File: src/rtl/perf_mon_pkg.sv
// Shared widths, record types and the saturating adder used by the
// transaction latency / bandwidth monitor.
package perf_mon_pkg;

    localparam int DEF_ID_W    = 4;
    localparam int DEF_TS_W    = 32;
    localparam int DEF_BYTES_W = 8;
    localparam int DEF_ACC_W   = 32;
    localparam int DEF_WIN_W   = 16;

    typedef struct packed {
        logic [DEF_ID_W-1:0] id;
        logic [DEF_TS_W-1:0] cycles;
    } lat_rec_t;

    typedef struct packed {
        logic [DEF_ACC_W-1:0] bytes;
        logic [DEF_ACC_W-1:0] txns;
    } bw_rec_t;

    // Width-generic: the result clamps at 2**w-1 (w <= 64).
    function automatic logic [63:0] sat_add(input logic [63:0] a,
                                            input logic [63:0] b,
                                            input int          w);
        logic [64:0] s;
        logic [63:0] lim;
        lim = (w >= 64) ? '1 : ((64'd1 << w) - 64'd1);
        s   = {1'b0, a} + {1'b0, b};
        return (s > {1'b0, lim}) ? lim : s[63:0];
    endfunction

endpackage

File: src/rtl/perf_txn_latency_monitor_if.sv
// Monitored request/response channel pair. The monitor only observes,
// so it uses the all-input mon modport.
interface perf_txn_latency_monitor_if
    import perf_mon_pkg::*;
#(
    parameter int ID_W    = DEF_ID_W,
    parameter int BYTES_W = DEF_BYTES_W
) ();
    logic               req_valid;
    logic               req_ready;
    logic [ID_W-1:0]    req_id;
    logic [BYTES_W-1:0] req_bytes;
    logic               rsp_valid;
    logic               rsp_ready;
    logic [ID_W-1:0]    rsp_id;
    logic               rsp_last;

    modport master (output req_valid, req_id, req_bytes, rsp_ready,
                    input  req_ready, rsp_valid, rsp_id, rsp_last);
    modport slave  (input  req_valid, req_id, req_bytes, rsp_ready,
                    output req_ready, rsp_valid, rsp_id, rsp_last);
    modport mon    (input  req_valid, req_ready, req_id, req_bytes,
                    input  rsp_valid, rsp_ready, rsp_id, rsp_last);
endinterface

File: src/rtl/perf_bw_window.sv
// Window counter plus byte/transaction accumulators; emits one bandwidth
// record per closed window.
module perf_bw_window
    import perf_mon_pkg::*;
#(
    parameter int BYTES_W = DEF_BYTES_W,
    parameter int ACC_W   = DEF_ACC_W,
    parameter int WIN_W   = DEF_WIN_W
) (
    input  logic               clk,
    input  logic               reset,
    input  logic               i_en,
    input  logic [WIN_W-1:0]   i_win_len,
    input  logic               i_req_fire,
    input  logic [BYTES_W-1:0] i_req_bytes,
    input  logic               i_cmp_fire,
    output logic               o_bw_valid,
    output logic [ACC_W-1:0]   o_bw_bytes,
    output logic [ACC_W-1:0]   o_bw_txns
);
    logic [WIN_W-1:0] r_cnt;
    logic [ACC_W-1:0] r_bytes, r_txns, r_bw_bytes, r_bw_txns;
    logic             r_bw_valid;
    logic             w_last;
    logic [ACC_W-1:0] w_bytes_nxt, w_txns_nxt;

    // ">=" so a shrunken win_len closes the current window right away.
    assign w_last      = (r_cnt >= (i_win_len - WIN_W'(1)));
    assign w_bytes_nxt = ACC_W'(sat_add(64'(r_bytes),
                                        i_req_fire ? 64'(i_req_bytes) : 64'd0, ACC_W));
    assign w_txns_nxt  = ACC_W'(sat_add(64'(r_txns), 64'(i_cmp_fire), ACC_W));

    always_ff @(posedge clk or posedge reset) begin
        if (reset) begin
            r_cnt      <= '0;
            r_bytes    <= '0;
            r_txns     <= '0;
            r_bw_valid <= 1'b0;
            r_bw_bytes <= '0;
            r_bw_txns  <= '0;
        end else if (i_win_len == '0) begin
            r_cnt      <= '0;
            r_bytes    <= '0;
            r_txns     <= '0;
            r_bw_valid <= 1'b0;
        end else if (i_en) begin
            if (w_last) begin
                r_bw_valid <= 1'b1;
                r_bw_bytes <= w_bytes_nxt;
                r_bw_txns  <= w_txns_nxt;
                r_cnt      <= '0;
                r_bytes    <= '0;
                r_txns     <= '0;
            end else begin
                r_bw_valid <= 1'b0;
                r_cnt      <= r_cnt + WIN_W'(1);
                r_bytes    <= w_bytes_nxt;
                r_txns     <= w_txns_nxt;
            end
        end else begin
            r_bw_valid <= 1'b0;
        end
    end

    assign o_bw_valid = r_bw_valid;
    assign o_bw_bytes = r_bw_bytes;
    assign o_bw_txns  = r_bw_txns;
endmodule

File: src/rtl/perf_txn_latency_monitor.sv
// Passive latency/bandwidth monitor: per-ID timestamp table, latency records
// on completion, and a windowed bandwidth record from perf_bw_window.
module perf_txn_latency_monitor
    import perf_mon_pkg::*;
#(
    parameter int ID_W    = DEF_ID_W,
    parameter int TS_W    = DEF_TS_W,
    parameter int BYTES_W = DEF_BYTES_W,
    parameter int ACC_W   = DEF_ACC_W,
    parameter int WIN_W   = DEF_WIN_W
) (
    input  logic                       clk,
    input  logic                       reset,
    input  logic                       en,
    input  logic [WIN_W-1:0]           win_len,
    perf_txn_latency_monitor_if.mon    bus,
    output logic                       lat_valid,
    output logic [ID_W-1:0]            lat_id,
    output logic [TS_W-1:0]            lat_cycles,
    output logic [TS_W-1:0]            lat_max,
    output logic                       bw_valid,
    output logic [ACC_W-1:0]           bw_bytes,
    output logic [ACC_W-1:0]           bw_txns,
    output logic [ID_W:0]              outstanding,
    output logic                       err_dup_id,
    output logic                       err_orphan_rsp
);
    localparam int SLOTS = 1 << ID_W;

    logic [TS_W-1:0]  r_ts;
    logic [SLOTS-1:0] r_busy;
    logic [TS_W-1:0]  r_start [SLOTS];
    logic [ID_W:0]    r_out;
    logic             r_lat_valid, r_err_dup, r_err_orph;
    logic [ID_W-1:0]  r_lat_id;
    logic [TS_W-1:0]  r_lat_cycles, r_lat_max;

    logic             w_req_fire, w_cmp, w_cmp_fire, w_same, w_dup, w_inc;
    logic [TS_W-1:0]  w_lat;

    assign w_req_fire = bus.req_valid & bus.req_ready & en;
    assign w_cmp      = bus.rsp_valid & bus.rsp_ready & bus.rsp_last;
    assign w_cmp_fire = w_cmp & r_busy[bus.rsp_id];
    // A same-ID completion retires the entry before the request reuses it.
    assign w_same     = w_cmp_fire & (bus.rsp_id == bus.req_id);
    assign w_dup      = w_req_fire & r_busy[bus.req_id] & ~w_same;
    assign w_inc      = w_req_fire & ~w_dup;
    // Modular subtraction keeps latency correct across timestamp wrap.
    assign w_lat      = r_ts - r_start[bus.rsp_id];

    always_ff @(posedge clk or posedge reset) begin
        if (reset) begin
            r_ts         <= '0;
            r_busy       <= '0;
            r_out        <= '0;
            r_lat_valid  <= 1'b0;
            r_lat_id     <= '0;
            r_lat_cycles <= '0;
            r_lat_max    <= '0;
            r_err_dup    <= 1'b0;
            r_err_orph   <= 1'b0;
        end else begin
            r_ts        <= r_ts + TS_W'(1);
            r_lat_valid <= w_cmp_fire;
            r_out       <= r_out + (ID_W+1)'(w_inc) - (ID_W+1)'(w_cmp_fire);
            if (w_cmp_fire) begin
                r_busy[bus.rsp_id] <= 1'b0;
                r_lat_id           <= bus.rsp_id;
                r_lat_cycles       <= w_lat;
                if (w_lat > r_lat_max) r_lat_max <= w_lat;
            end
            if (w_req_fire) r_busy[bus.req_id] <= 1'b1;
            if (w_dup) r_err_dup <= 1'b1;
            if (w_cmp & ~r_busy[bus.rsp_id]) r_err_orph <= 1'b1;
        end
    end

    // Start stamps need no reset: they are only read while the slot is busy.
    always_ff @(posedge clk) begin
        if (w_req_fire) r_start[bus.req_id] <= r_ts;
    end

    perf_bw_window #(
        .BYTES_W (BYTES_W),
        .ACC_W   (ACC_W),
        .WIN_W   (WIN_W)
    ) u_bw (
        .clk         (clk),
        .reset       (reset),
        .i_en        (en),
        .i_win_len   (win_len),
        .i_req_fire  (w_req_fire),
        .i_req_bytes (bus.req_bytes),
        .i_cmp_fire  (w_cmp_fire),
        .o_bw_valid  (bw_valid),
        .o_bw_bytes  (bw_bytes),
        .o_bw_txns   (bw_txns)
    );

    assign lat_valid      = r_lat_valid;
    assign lat_id         = r_lat_id;
    assign lat_cycles     = r_lat_cycles;
    assign lat_max        = r_lat_max;
    assign outstanding    = r_out;
    assign err_dup_id     = r_err_dup;
    assign err_orphan_rsp = r_err_orph;
endmodule

File: src/flat_wrapper.sv
// flat-port wrapper written by rule: the top's interface ports become plain ports
module perf_txn_latency_monitor_flat import perf_mon_pkg::*;
#(
    parameter int ID_W    = DEF_ID_W,
    parameter int TS_W    = DEF_TS_W,
    parameter int BYTES_W = DEF_BYTES_W,
    parameter int ACC_W   = DEF_ACC_W,
    parameter int WIN_W   = DEF_WIN_W
)
  (clk, reset, en, win_len, lat_valid, lat_id, lat_cycles, lat_max, bw_valid, bw_bytes, bw_txns, outstanding, err_dup_id, err_orphan_rsp, bus_req_valid, bus_req_ready, bus_req_id, bus_req_bytes, bus_rsp_valid, bus_rsp_ready, bus_rsp_id, bus_rsp_last);
  perf_txn_latency_monitor_if #(.ID_W(ID_W), .BYTES_W(BYTES_W)) bus_i ();
  input  logic clk;
  input  logic reset;
  input  logic en;
  input  logic [WIN_W-1:0] win_len;
  output logic lat_valid;
  output logic [ID_W-1:0] lat_id;
  output logic [TS_W-1:0] lat_cycles;
  output logic [TS_W-1:0] lat_max;
  output logic bw_valid;
  output logic [ACC_W-1:0] bw_bytes;
  output logic [ACC_W-1:0] bw_txns;
  output logic [ID_W:0] outstanding;
  output logic err_dup_id;
  output logic err_orphan_rsp;
  input wire logic [$bits(bus_i.req_valid)-1:0] bus_req_valid;
  input wire logic [$bits(bus_i.req_ready)-1:0] bus_req_ready;
  input wire logic [$bits(bus_i.req_id)-1:0] bus_req_id;
  input wire logic [$bits(bus_i.req_bytes)-1:0] bus_req_bytes;
  input wire logic [$bits(bus_i.rsp_valid)-1:0] bus_rsp_valid;
  input wire logic [$bits(bus_i.rsp_ready)-1:0] bus_rsp_ready;
  input wire logic [$bits(bus_i.rsp_id)-1:0] bus_rsp_id;
  input wire logic [$bits(bus_i.rsp_last)-1:0] bus_rsp_last;
  assign bus_i.req_valid = bus_req_valid;
  assign bus_i.req_ready = bus_req_ready;
  assign bus_i.req_id = bus_req_id;
  assign bus_i.req_bytes = bus_req_bytes;
  assign bus_i.rsp_valid = bus_rsp_valid;
  assign bus_i.rsp_ready = bus_rsp_ready;
  assign bus_i.rsp_id = bus_rsp_id;
  assign bus_i.rsp_last = bus_rsp_last;
  perf_txn_latency_monitor #(.ID_W(ID_W), .TS_W(TS_W), .BYTES_W(BYTES_W), .ACC_W(ACC_W), .WIN_W(WIN_W)) u_core (.clk(clk), .reset(reset), .en(en), .win_len(win_len), .bus(bus_i), .lat_valid(lat_valid), .lat_id(lat_id), .lat_cycles(lat_cycles), .lat_max(lat_max), .bw_valid(bw_valid), .bw_bytes(bw_bytes), .bw_txns(bw_txns), .outstanding(outstanding), .err_dup_id(err_dup_id), .err_orphan_rsp(err_orphan_rsp));
endmodule
File: config.mk
export PLATFORM = sky130hd
export DESIGN_NAME = perf_txn_latency_monitor_flat
export DESIGN_NICKNAME = d
export VERILOG_FILES = /design/src/rtl/perf_mon_pkg.sv /design/src/rtl/perf_txn_latency_monitor_if.sv /design/src/rtl/perf_bw_window.sv /design/src/rtl/perf_txn_latency_monitor.sv /design/src/flat_wrapper.sv
export SDC_FILE = /design/constraint.sdc
export NUM_CORES = 1
export LEC_CHECK = 0
export CORE_MARGIN = 2
export CORE_UTILIZATION = 55
export CTS_CLUSTER_DIAMETER = 40
export DETAILED_ROUTE_END_ITERATION = 8
export PLACE_DENSITY = 0.74
export SETUP_SLACK_MARGIN = 0.02
export SYNTH_ARGS = -nofsm -noshare
export SYNTH_HDL_FRONTEND = slang
export SYNTH_SLANG_ARGS = --single-unit
File: constraint.sdc
create_clock -name clk -period 19.6 [get_ports clk]
set_input_delay 5.88 -clock clk [delete_from_list [all_inputs] [get_ports clk]]
set_output_delay 5.88 -clock clk [all_outputs]
set_load 0.005 [all_outputs]
==> reports/metrics.cfg <==
[outcome]
status = finished clean

[synth]
ys.flop_type = edfxtp_1
synthArstFlopShare_pct = 34.44
synth_top_area_cell = edfxtp_1
synth-edff-count = 512
ys_types = 79
synth_top_area_share_pct = 43.53
synth_seq_cells = 781
ys_seq_area_share_pct = 62.59
synth_area_um2 = 35320
ys_warn_count = 0
postSynthAreaPerCell_um2 = 14.47
syn-num-nets = 2581
synth_area_leaders = edfxtp_1 44%, dfrtp_1 19%, mux4_2 11%
synthesis.instances = 2441

[timing]
finalCriticalPeriod_ns = 12.80
skew_ns = 0.02422
tns_ns = 0
worstMarginPinSlew_ns = 1.195
finalMaxSlewViolations = 0
fin_crit_sh_pct = 65.33
fmax_mhz = 78.10
rsz0062_at_grt = false
hold_violations = 0
max_slew_margin_pct = 20.33
setup_violations = 0

[cts]
clkLatencyLatePin_ns = 0.67
ctsHtreeMaxLevel = 3
cts_buffer_depth = 3
cts-root-buf = clkbuf_16
cts_hold_buf = 0
cts_tree = yes
cts.clk_slew.worst_paths_ns = 0.06
post-cts-setup-buffer-count = 0
cts_num_sinks = 781
post_cts_resized = 0
cts_inserted_buffers = 104

[setup_path]
critical-path-top-delay-family = simple AND/OR/NAND/NOR gates
critPathKind = input pin to register
critPathArrivalTime_ns = 13.35
path_buf_inv = 3
cp-end-kind = register
max_stage_delay_ns = 0.91
cp_cell_sequence = clkbuf_8 > buf_12 > mux4_2 > mux4_2 > ha_1 > inv_1 > fa_1 > a211oi_1 > o21ai_1 > a41oi_2 > o31ai_1 > nand3_1 > a31oi_1 > o21ai_0 > and2_1 > ha_1 > and4_1 > nand4_1 > nor4_1 > o32ai_1 > and3_1 > nor2_4 > mux2_4
setup.worst_path.start_class = input pin
slowest_stage = nor2_4
cp.required_ns = 20.15
cp_max_fo = 96

[die]
initial_utilization_pct = 55.78
die_area_um2 = 66260
rows = 92
core_um2 = 63310
io_pins = 181
die_w_um = 257.4
dieHeight_um = 257.4

[finish]
area_delta_synth_final_pct = 17.99
drive_gt1_share_pct = 17.11
final_common_cell = edfxtp_1
n_antenna_cell = 0
stdcell_count = 3582
nFillCells = 4313
layout_common_cells = 512 x edfxtp_1, 269 x dfrtp_1, 186 x o21ai_0
layout.nets = 2786

[global_routing]
antenna_found_initial = 0
grt_first_pass_wirelength_um = 130700
grt_pass1_vias = 22300
gr-total-overflow = 0
grt_use_total_pct = 25.79
grt_max_degree = 131

[routing]
vias = 21990
drt_iter0_drc = 2112
wl_um = 84740
wl_per_cell_um = 23.66
dr.pass1.iters = 5
ant_nets = 0
drc_errors = 0
vias_per_cell = 6.139

[pwr]
p_per_area_nw_per_um2 = 102.8
ir_drop_mv = 0.1113
p_leak_nw = 16.79
total_power_mw = 4.285

[placement]
hpwl_um = 51170
gp_congestion = 0.8947
io_buffers = 180
placedCellCount = 3386

[run]
maxCapViolations = 0

[hold_path]
hold_path.class = register to register

## power breakdown
group	leakage [nW]	internal (mW)	switching, mW
Combinational	5.72	0.246	0.213
Clock	1.75	1.17	0.763
Sequential	9.32	1.83	0.0659
Total	16.8	3.24	1.04
## layout make-up
type	count	area, um^2	area share (%)
Clock buffer	117	2713	6.510
Clock inverter	79	888.4	2.132
Inverter	109	419.2	1.006
Multi-Input combinational cell	1439	12440	29.86
Sequential cell	781	22110	53.05
Tap cell	846	1059	2.540
Timing Repair Buffer	211	2043	4.903
## worst register-to-register path, stage by stage, from the launching register on
cell and delay (ns):
edfxtp_1 0.39, mux4_2 0.49, mux4_2 0.46, inv_1 0.11, ha_1 0.29, a2111oi_0 0.52, o21ai_1 0.21, a41oi_2 0.37
o31ai_1 0.21, nand3_1 0.14, a31oi_1 0.10, or3_1 0.35, and2_1 0.17, ha_1 0.28, and4_1 0.22, nand4_1 0.13
nor4_1 0.40, o32ai_1 0.15, and3_1 0.24, nor2_4 0.91, mux2_4 0.37
## path summary, 6_finish.rpt
check	startpoint	end	slack (ns)	cells past startpoint
min reg2reg	u_core.u_bw.o_bw_txns[26]	u_core.u_bw.o_bw_txns[26]	0.48	2
min	u_core.u_bw.o_bw_txns[26]	u_core.u_bw.o_bw_txns[26]	0.48	2
max in group asynchronous	reset	u_core.u_bw.r_txns[21]	12.14	3
max	bus_rsp_id[0]	u_core.lat_max[29]	6.80	23
min in group asynchronous	reset	u_core.u_bw.o_bw_bytes[2]	5.75	2
max reg2reg	u_core.r_start[11][7]	u_core.lat_max[29]	12.96	20
## sequential cells by signal, indices dropped and copies added (netlist names), 32 cells and up
signal	cells
u_core.u_bw.r_bytes	32
u_core.r_ts	32
u_core.lat_cycles	32
u_core.u_bw.o_bw_bytes	32
u_core.u_bw.r_txns	32
u_core.r_start	512
u_core.lat_max	32
u_core.u_bw.o_bw_txns	32
## per-layer routing
layer | vias to the layer above | part of all wire (%) | global-route usage, %
li1 | 9717 | - | -
met1 | 11160 | 39 | 33.82
met2 | 932 | 50 | 43.17
met3 | 186 | 7.3 | 4.708
met4 | 0 | 3.6 | 9.827
met5 | - | 0 | 0
## cell families (layout without fill, tap and decap cells)
group,Yosys count,in the layout,synth area share (%)
flops,781,781,62.59
simple gates,525,525,7.273
compound gates,470,470,8.418
buf+inv,221,516,2.583
mux,212,212,12.25
xor+xnor,132,132,3.273
fa+ha+maj,100,100,3.606
## cells in the mapped netlist (11+ instances only)
cell type,instances
nor2b_1,16
ha_1,97
o21ai_1,22
mux2_2,29
nor2_1,107
buf_2,30
nand2_1,176
dfrtp_1,269
o21ai_0,186
xnor2_1,98
mux4_2,169
a22o_1,38
a21o_1,54
and3_1,37
nor3_1,21
xor2_1,34
nand2b_1,13
o21a_1,14
nand3_1,58
clkbuf_1,64
a21oi_1,62
and2_1,16
inv_1,108
nand4_1,20
edfxtp_1,512
mux2_4,11
## metrics by stage
step	util, %	instance area (um^2)	setup slack (ns)	hold WS, ns
floorplan	-	35320	6.310	0.4538
global placement	60.13	38070	6.329	0.4603
detailed placement	60.13	38070	6.199	0.4593
CTS	65.82	41670	6.871	0.4718
global route	65.82	41670	6.269	0.4841
finish	65.82	41670	6.796	0.4754
No activity file was read; power rests on OpenSTA's default activity.
